===== src/rtl/microwave_pkg.sv =====
// Shared definitions for the microwave oven datapath: state width and the
// state codes consumed by the controller, countdown timer and display decoder.
package microwave_pkg;

   localparam int unsigned STATE_W = 3;

   // Codes 4..7 are unused; the controller recovers from them to IDLE.
   typedef enum logic [STATE_W-1:0] {
      IDLE  = 3'd0,
      COOK  = 3'd1,
      PAUSE = 3'd2,
      DONE  = 3'd3
   } state_t;

endpackage


===== src/rtl/microwave_controller_button_sync.sv =====
// button_sync: two-flop synchronizer for an asynchronous level, plus a
// falling-edge detector producing a single-cycle pulse per 1->0 transition.
//   clock     : system clock
//   clearn    : asynchronous active-low reset, all flops forced to RESET_VAL
//   async_in  : raw asynchronous input
//   level     : synchronized level (two clocks behind async_in)
//   press     : one-cycle pulse when the synchronized level falls
module button_sync #(
   parameter logic RESET_VAL = 1'b1
) (
   input  logic clock,
   input  logic clearn,
   input  logic async_in,
   output logic level,
   output logic press
);

   logic meta;
   logic sync;
   logic prev;

   always_ff @(posedge clock or negedge clearn) begin
      if (!clearn) begin
         meta <= RESET_VAL;
         sync <= RESET_VAL;
         prev <= RESET_VAL;
      end else begin
         meta <= async_in;
         sync <= meta;
         prev <= sync;
      end
   end

   assign level = sync;
   assign press = prev & ~sync;

endmodule


===== src/rtl/microwave_controller.sv =====
// microwave_controller: control FSM in front of the countdown timer.
// Turns start/stop buttons and the door switch into timer control, drives
// the magnetron, an end-of-cook beeper and a display state code.
//   clock        : system clock, rising edge
//   clearn       : asynchronous active-low reset
//   startn       : start button, active-low, asynchronous
//   stopn        : stop/cancel button, active-low, asynchronous
//   door_closed  : door switch level, 1 = closed, asynchronous
//   timer_zero   : timer all-digits-zero flag, synchronous
//   mag_on       : magnetron on / timer enable
//   timer_loadn  : active-low timer load strobe (0 = accept keypad digits)
//   timer_clear  : one-cycle timer clear on a stop-initiated return to IDLE
//   beep         : end-of-cook buzzer, high BEEP_CYCLES cycles
//   state_out    : current state code
module microwave_controller
   import microwave_pkg::*;
#(
   parameter int unsigned BEEP_CYCLES = 4
) (
   input  logic               clock,
   input  logic               clearn,
   input  logic               startn,
   input  logic               stopn,
   input  logic               door_closed,
   input  logic               timer_zero,
   output logic               mag_on,
   output logic               timer_loadn,
   output logic               timer_clear,
   output logic               beep,
   output logic [STATE_W-1:0] state_out
);

   localparam logic [7:0] BEEP_INIT = 8'(BEEP_CYCLES);

   logic start_press;
   logic stop_press;
   logic door_sync;
   logic start_lvl_unused;
   logic stop_lvl_unused;
   logic door_edge_unused;

   button_sync #(.RESET_VAL(1'b1)) u_start_sync (
      .clock    (clock),
      .clearn   (clearn),
      .async_in (startn),
      .level    (start_lvl_unused),
      .press    (start_press)
   );

   button_sync #(.RESET_VAL(1'b1)) u_stop_sync (
      .clock    (clock),
      .clearn   (clearn),
      .async_in (stopn),
      .level    (stop_lvl_unused),
      .press    (stop_press)
   );

   button_sync #(.RESET_VAL(1'b0)) u_door_sync (
      .clock    (clock),
      .clearn   (clearn),
      .async_in (door_closed),
      .level    (door_sync),
      .press    (door_edge_unused)
   );

   state_t     state;
   state_t     state_nxt;
   logic [7:0] beep_cnt;
   logic [7:0] cnt_nxt;
   logic       clear_nxt;

   always_comb begin
      state_nxt = state;
      cnt_nxt   = beep_cnt;
      clear_nxt = 1'b0;
      case (state)
         IDLE: begin
            if (stop_press)
               clear_nxt = 1'b1;
            else if (start_press && door_sync && !timer_zero)
               state_nxt = COOK;
         end
         COOK: begin
            // End of cook outranks a simultaneous stop or door opening.
            if (timer_zero) begin
               state_nxt = DONE;
               cnt_nxt   = BEEP_INIT;
            end else if (stop_press || !door_sync) begin
               state_nxt = PAUSE;
            end
         end
         PAUSE: begin
            if (stop_press) begin
               state_nxt = IDLE;
               clear_nxt = 1'b1;
            end else if (start_press && door_sync) begin
               state_nxt = COOK;
            end
         end
         DONE: begin
            if (stop_press) begin
               state_nxt = IDLE;
               clear_nxt = 1'b1;
            end else if (beep_cnt <= 8'd1) begin
               state_nxt = IDLE;
            end else begin
               cnt_nxt = beep_cnt - 8'd1;
            end
         end
         default: state_nxt = IDLE;
      endcase
   end

   // Outputs are decoded from the next state so they move on the same edge.
   always_ff @(posedge clock or negedge clearn) begin
      if (!clearn) begin
         state       <= IDLE;
         beep_cnt    <= '0;
         mag_on      <= 1'b0;
         timer_loadn <= 1'b0;
         timer_clear <= 1'b0;
         beep        <= 1'b0;
      end else begin
         state       <= state_nxt;
         beep_cnt    <= cnt_nxt;
         mag_on      <= (state_nxt == COOK);
         timer_loadn <= (state_nxt != IDLE);
         timer_clear <= clear_nxt;
         beep        <= (state_nxt == DONE);
      end
   end

   assign state_out = state;

endmodule


===== config.mk =====
export PLATFORM = sky130hd
export DESIGN_NAME = microwave_controller
export DESIGN_NICKNAME = d
export VERILOG_FILES = /design/src/rtl/microwave_pkg.sv /design/src/rtl/microwave_controller_button_sync.sv /design/src/rtl/microwave_controller.sv
export SDC_FILE = /design/constraint.sdc
export NUM_CORES = 1
export LEC_CHECK = 0
export ABC_AREA = 0
export BUFFER_PORTS_ARGS = -buffer_cell sky130_fd_sc_hd__buf_2
export CAP_MARGIN = 20
export CORE_UTILIZATION = 41
export CTS_CLUSTER_DIAMETER = 60
export DETAILED_ROUTE_END_ITERATION = 10
export PLACE_DENSITY = 0.62
export REMOVE_ABC_BUFFERS = 1
export SETUP_SLACK_MARGIN = 0.1
export SLEW_MARGIN = 20
export SYNTH_ARGS = -nofsm -noshare
export SYNTH_HDL_FRONTEND = slang
export SYNTH_SLANG_ARGS = --single-unit

===== constraint.sdc =====
create_clock -name clock -period 1.9 [get_ports clock]
set_input_delay 0.285 -clock clock [delete_from_list [all_inputs] [get_ports clock]]
set_output_delay 0.285 -clock clock [all_outputs]
set_load 0.02 [all_outputs]

=== Yosys cells after proc, flatten, opt, wreduce, memory -nomap -nowiden ===
Index checks and enable logic that the tools add are counted.

* Add/subtract/negate cells: 1
* Order comparisons: 1
* Eq/ne operators: 8
* Muxes and demuxes: 15
* Bitwise operators: 4
* Reduce and logical (&&, ||, !) cells: 10

{| class="wikitable"
|+ Operator list
! kind !! count
|-
| $mux W3 || 8
|-
| $mux W8 || 3
|-
| $pmux W8 S2 || 1
|-
| $pmux W3 S4 || 1
|-
| $eq A3 B2 Y1 const B || 3
|-
| $le A8 B1 Y1 const B || 1
|-
| $sub A8 B1 Y8 const B || 1
|-
| $eq A3 B1 Y1 const B || 2
|-
| $ne A2 B2 Y1 const B || 3
|-
| $reduce_and A4 Y1 || 1
|-
| $logic_not A3 Y1 || 1
|-
| $reduce_bool A3 Y1 || 1
|-
| $reduce_or A3 Y1 || 1
|-
| $and A1 B1 Y1 || 2
|-
| $logic_and A1 B1 Y1 || 2
|-
| $logic_not A1 Y1 || 2
|-
| $mux W1 || 2
|-
| $not A1 Y1 || 2
|-
| $reduce_bool A2 Y1 || 1
|-
| $logic_or A1 B1 Y1 || 1
|}

* Register bits after elaboration: 23
* Output and inout port bits: 7
* Word-level logic and storage cells: 53

=== Depth between registers and ports, before layout ===
* Word-level depth: 8
* Gate-level depth with buffers: 7

=== By module ===
A second synthesis with hierarchy kept.

* Cell total of the unflattened synthesis: 86
* Area total of the unflattened synthesis: 1052.3 µm²

{| class="wikitable"
|+ Modules (own cells, without submodules)
! module !! instances !! cells an instance !! area an instance (µm²) !! sequential area each (µm²)
|-
| microwave_controller || 1 || 74 || 778.2 || 375.4
|-
| button_sync (u_start_sync ...) || 2 || 4 || 92.6 || 78.8
|-
| button_sync (u_door_sync) || 1 || 4 || 88.8 || 75.1
|}

=== Worst setup path after synthesis ===
Ideal clock, no wire load.

* Kind: register -> register
* Start point: register beep_cnt[0]
* End point: register beep_cnt[2]
* Library setup time: 0.119 ns
* Arrival: 1.567 ns
* Data required time: 1.781 ns
* Setup slack: 0.214 ns
* Cell stages (with the launch flop): 7
* Path buffers: 0
* Period minus slack after synthesis: 1.686 ns
* Path through: dfrtp_1 > inv_1 > ha_1 > or2_2 > a311oi_2 > a31oi_1 > o21a_1

* Word-level cells in the longest chain between the ends: 4
* Elaborated cells on any way between the ends: 7
* Classes of those cells: add/sub: 1; order compare: 1; eq/ne: 1; mux: 3; reduce/logical: 1

{| class="wikitable"
|+ RTL lines
! what !! RTL line !! source
|-
| start, declared || microwave_controller.sv:68 || <nowiki>logic [7:0] beep_cnt;</nowiki>
|-
| start signal, assigned || microwave_controller.sv:125 || <nowiki>beep_cnt <= cnt_nxt;</nowiki>
|-
| $sub A8 B1 Y8 || microwave_controller.sv:107 || <nowiki>cnt_nxt = beep_cnt - 8'd1;</nowiki>
|-
| $mux W8 || microwave_controller.sv:104 || <nowiki>end else if (beep_cnt <= 8'd1) begin</nowiki>
|-
| $mux W8 || microwave_controller.sv:101 || <nowiki>if (stop_press) begin</nowiki>
|-
| $pmux W8 S2 || microwave_controller.sv:76 || <nowiki>case (state)</nowiki>
|}

Parallel ways exist; a longest one is shown, timed or not. The select of a mux whose other input is x is not followed.
A chain may end at the register's enable or synchronous reset.

=== Final worst setup path ===
* Start point: register beep_cnt[0]
* End point: register timer_loadn

* Word-level cells in the longest chain between the ends: 5

{| class="wikitable"
|+ RTL lines
! what !! RTL line !! source
|-
| $le A8 B1 Y1 || microwave_controller.sv:104 ||
|-
| $mux W3 || microwave_controller.sv:104 ||
|-
| $mux W3 || microwave_controller.sv:101 ||
|-
| $pmux W3 S4 || microwave_controller.sv:76 ||
|-
| named net state_nxt[0] || microwave_controller.sv:67 || <nowiki>state_t state_nxt;</nowiki>
|-
| $reduce_bool A3 Y1 || microwave_controller.sv:127 || <nowiki>timer_loadn <= (state_nxt != IDLE);</nowiki>
|-
| end signal, assigned || microwave_controller.sv:127 ||
|-
| end, declared || microwave_controller.sv:27 || <nowiki>output logic timer_loadn,</nowiki>
|}

The timed path passes the listed nets, and every way through them passes these cells.

==> run summary <==
The flow ran to the end, and the final reports show no timing, DRC or antenna violations. The worst setup path is captured at a flop. The run gives 87 as the synthesized instance count. The tools report the sequential cell area fraction in the yosys report as 59.06%.

In this run the critical register-to-register path is launched from beep_cnt[0]. Summing the areas of all fa, ha and maj instances in the mapped netlist gives 2.535% of the synthesized area. The library cells used most frequently in the layout, excluding fill and tap cells, are sky130_fd_sc_hd__dfrtp_1, sky130_fd_sc_hd__buf_2, sky130_fd_sc_hd__buf_4. The tool flagged a number of max-cap violations equal to 0. The power per standard cell area is 833.1 nW/um^2, and the initial antenna violation count is 0. The slowest stage of the critical path is the sky130_fd_sc_hd__dfrtp_1 cell.

Entering global routing, the biggest net connects 24 pins. The analysis attributes to cell leakage a power of 0.5616 nW. The fraction of layout cells with a size suffix above 1 is 36.61%, and the total cell area at the placement stage is 1112 sq um.

Leaving out fill and tap cells, the most frequent cell in the layout is sky130_fd_sc_hd__dfrtp_1. Dividing the final minimum period by the clock period gives 90.81%. Prior to clock tree synthesis, the placed netlist has a worst setup slack of 0.02447 ns.

After synthesis, the largest family of logic cells by area is simple AND/OR/NAND/NOR gates. The library cell with the largest summed area after synthesis was sky130_fd_sc_hd__dfrtp_1. Counting flops with an async set or reset pin after synthesis yields a share of 100.0%. In this run, synthesis inferred 0 flip-flops with an integrated enable.

For this run, the post-layout net count is 121. The layout has 215 filler cells. The compound-cell area share of the yosys netlist is 14.45%, and the average cell area after synthesis is 11.35 sq um.

After detailed routing, the average wire length per cell comes to 13.67 microns. The clock-pin slew on the worst setup and hold paths is 0.12 ns. Setup violations remaining at the end of the flow were counted as 0. Setup repair after global routing could not meet its margin everywhere. The total via count after detailed routing was 726. The area growth from synthesis to layout is 22.31%. Based on the critical path, the design can be clocked at up to 0.5796 GHz. For the number of top-level pins, the log shows 13.

The fraction of synthesized cell area in xor and xnor cells was 0%; the post-detailed-route DRC marker count was 0. Global routing used 17.08% of the available tracks. The type of origin of the critical path was a flop. Measured along the y axis, the die boundary spans 51.07 microns.

Dividing the detail-routed via count by the number of cells gives 5.186. Measured on the finished design, the core utilization comes to 54.06%. For this run the aggregate overflow at the end of global routing stands at 0. The most critical setup path has its startpoint at beep_cnt[0]. For the number of pins with negative max-slew slack in the final report, the log shows 0. Timing endpoint of the critical path: timer_loadn. The worst register-to-register path has a setup slack of 0.17 ns.

The count of buffers added on input and output ports is 12. For the worst flop-to-flop path, the logic depth is 7. In this run the core area contains 17 standard-cell rows.

The most frequently used flop master after synthesis is sky130_fd_sc_hd__dfrtp_1. The area inside the core boundary was 2233 sq um; the data arrival at the endpoint of the critical path was 1.92 ns. The first global-routing pass estimated 3125 microns of wire.

Once detailed placement completed, the half-perimeter wirelength came to 1389 microns. Yosys attributes the largest share of cell area to sky130_fd_sc_hd__dfrtp_1, sky130_fd_sc_hd__dfstp_2, sky130_fd_sc_hd__nand2_1. Across all hold checks on the routed design, the worst slack comes to 0.05770 ns. The tools report the terminus of the critical flop-to-flop path as timer_loadn.

The power after layout was 1.006 mW. Area of the die: 2608 sq um. Kind of path behind the tightest hold check: primary input to flop.

The logs give 0.006205 ns for the clock skew and 44.20% for the effective utilization at floorplan. The routed design has 1914 microns of wire. TritonCTS built the clock tree. After layout, the worst setup slack is 0.1747 ns. The smallest clock period supported by the final layout is computed as 1.725 ns. The Yosys step of the flow raised 0 warnings. The DRC violation total after the first TritonRoute iteration came out at 14. Category of the most critical setup path: flop to flop. TritonCTS created 3 clock buffers. The count of inserted antenna diode cells is 0, and the final standard cell area without fillers is 1207 sq um. The clock net sink count is 23, and the area fraction in and, or, nand and nor cells after synthesis is 19.90%. VDD sags by at most 462.5 uV.

The master cell of the clock root buffer was sky130_fd_sc_hd__clkbuf_4. The mux cell area share after synthesis came out at 1.014%. The floorplan step set the die width to 51.07 microns.

The peak fanout along the critical path was 6; the share of the synthesized area in the top cell type was 43.09%. Cell area after synthesis: 987.2 sq um. The logs give 0.8041 for the last weighted congestion value of the routability-driven placer and 2 for the largest buffer count on any clock path. The synthesized design contains 23 register bits. For the total negative slack for setup checks, the log shows 0 ns.

The count of cells in the finished layout, fillers not included, comes to 140. At the worst endpoint, the required time is 2.10 ns. For the number of global-route vias before repair, the log shows 674. After synthesis, the netlist uses 32 different library cells. The largest single stage delay on the critical path is 0.40 ns. In this run the remaining antenna-violating nets after routing total 0.

The tools report the number of endpoints with negative hold slack in the final report as 0. In this run, placement finished with an instance count of 131. Clock latency on the worst-skew pair, taken at its later pin, is 0.31 ns.

The signal on the critical path passes through inv_1 > ha_1 > or2_4 > a311o_2 > o311a_4 > inv_2 > or3_1. The first TritonRoute pass finished after 4 iterations. For the number of H-tree levels, the log shows 1.
==> area by class of cell <==
| class | count | area [sq um] | share of cell area, % |
|---|---|---|---|
| multi-input cells | 57 | 406.6 | 33.68 |
| repair buffers | 21 | 130.1 | 10.78 |
| flip-flops and latches | 23 | 583.1 | 48.29 |
| well taps | 28 | 35.03 | 2.902 |
| inverters | 7 | 26.28 | 2.176 |
| clock buffers | 4 | 26.28 | 2.176 |
==> worst min path at each step <==
stage	startpoint	to	slack, ns	depth (start not counted)
final	stopn	u_stop_sync.meta	0.06	1
after floorplan	clearn	beep	-0.01	0
after global placement	clearn	state_out[1]	0.27	1
after detailed placement	clearn	timer_loadn	0.28	1
after global routing	stopn	u_stop_sync.meta	0.03	1
after CTS	stopn	u_stop_sync.meta	0.05	1
==> flip-flops by register name, summed over array words and instances (netlist names) <==
name / flops
u_door_sync.level: 1
u_start_sync.prev: 1
timer_clear: 1
timer_loadn: 1
beep_cnt: 8
u_start_sync.level: 1
u_stop_sync.meta: 1
u_stop_sync.prev: 1
u_door_sync.meta: 1
u_start_sync.meta: 1
beep: 1
mag_on: 1
state_out: 3
u_stop_sync.level: 1
==> metal layers <==
layer | wire [microns] | vias up | track usage [%]
li1 | - | 361 | -
met1 | 885 | 346 | 20.76
met4 | 39 | 0 | 9.722
met3 | 46 | 5 | 3.571
met5 | 0 | - | 0
met2 | 942 | 14 | 27.85
==> synthesized netlist by cell type (all sizes together) (2+ instances only) <==
cell	number
dfrtp	17
inv	7
nand2	7
dfstp	6
nor3	6
a21oi	4
a31oi	4
nand3	4
o21ai	4
nand2b	3
nand3b	3
nor2b	3
ha	2
or2	2
==> critical path: cells and delay by family, from the launching register on <==
kind | cells | cell delay [ns]
fa+ha+maj | 1 | 0.20
flops | 1 | 0.40
buf+inv | 2 | 0.12
simple gates | 2 | 0.44
compound gates | 2 | 0.45
==> repair_timing <==
action                                  in CTS  in global routing
hold buffers                                 1                  0
hold endpoints to repair                    17                  0
setup buffers                                1                  3
endpoints found under the setup margin       7                  9
gates resized for setup                      2                  4
pin swaps                                    0                  1
==> cells by family (layout without fill, tap and decap cells) <==
| group | Yosys count | after routing |
|---|---|---|
| and+or+nand+nor | 33 | 33 |
| muxes | 1 | 1 |
| buffers and inverters | 7 | 32 |
| other | 1 | 1 |
| AOI/OAI and AO/OA | 20 | 20 |
| adders and majority gates | 2 | 2 |
| DFF | 23 | 23 |
==> power by group <==
part / switching, mW / internal (mW)
registers: 0.0507 / 0.540
clock network: 0.141 / 0.0820
logic: 0.0975 / 0.0949
No activity file was read; power rests on OpenSTA's default activity.
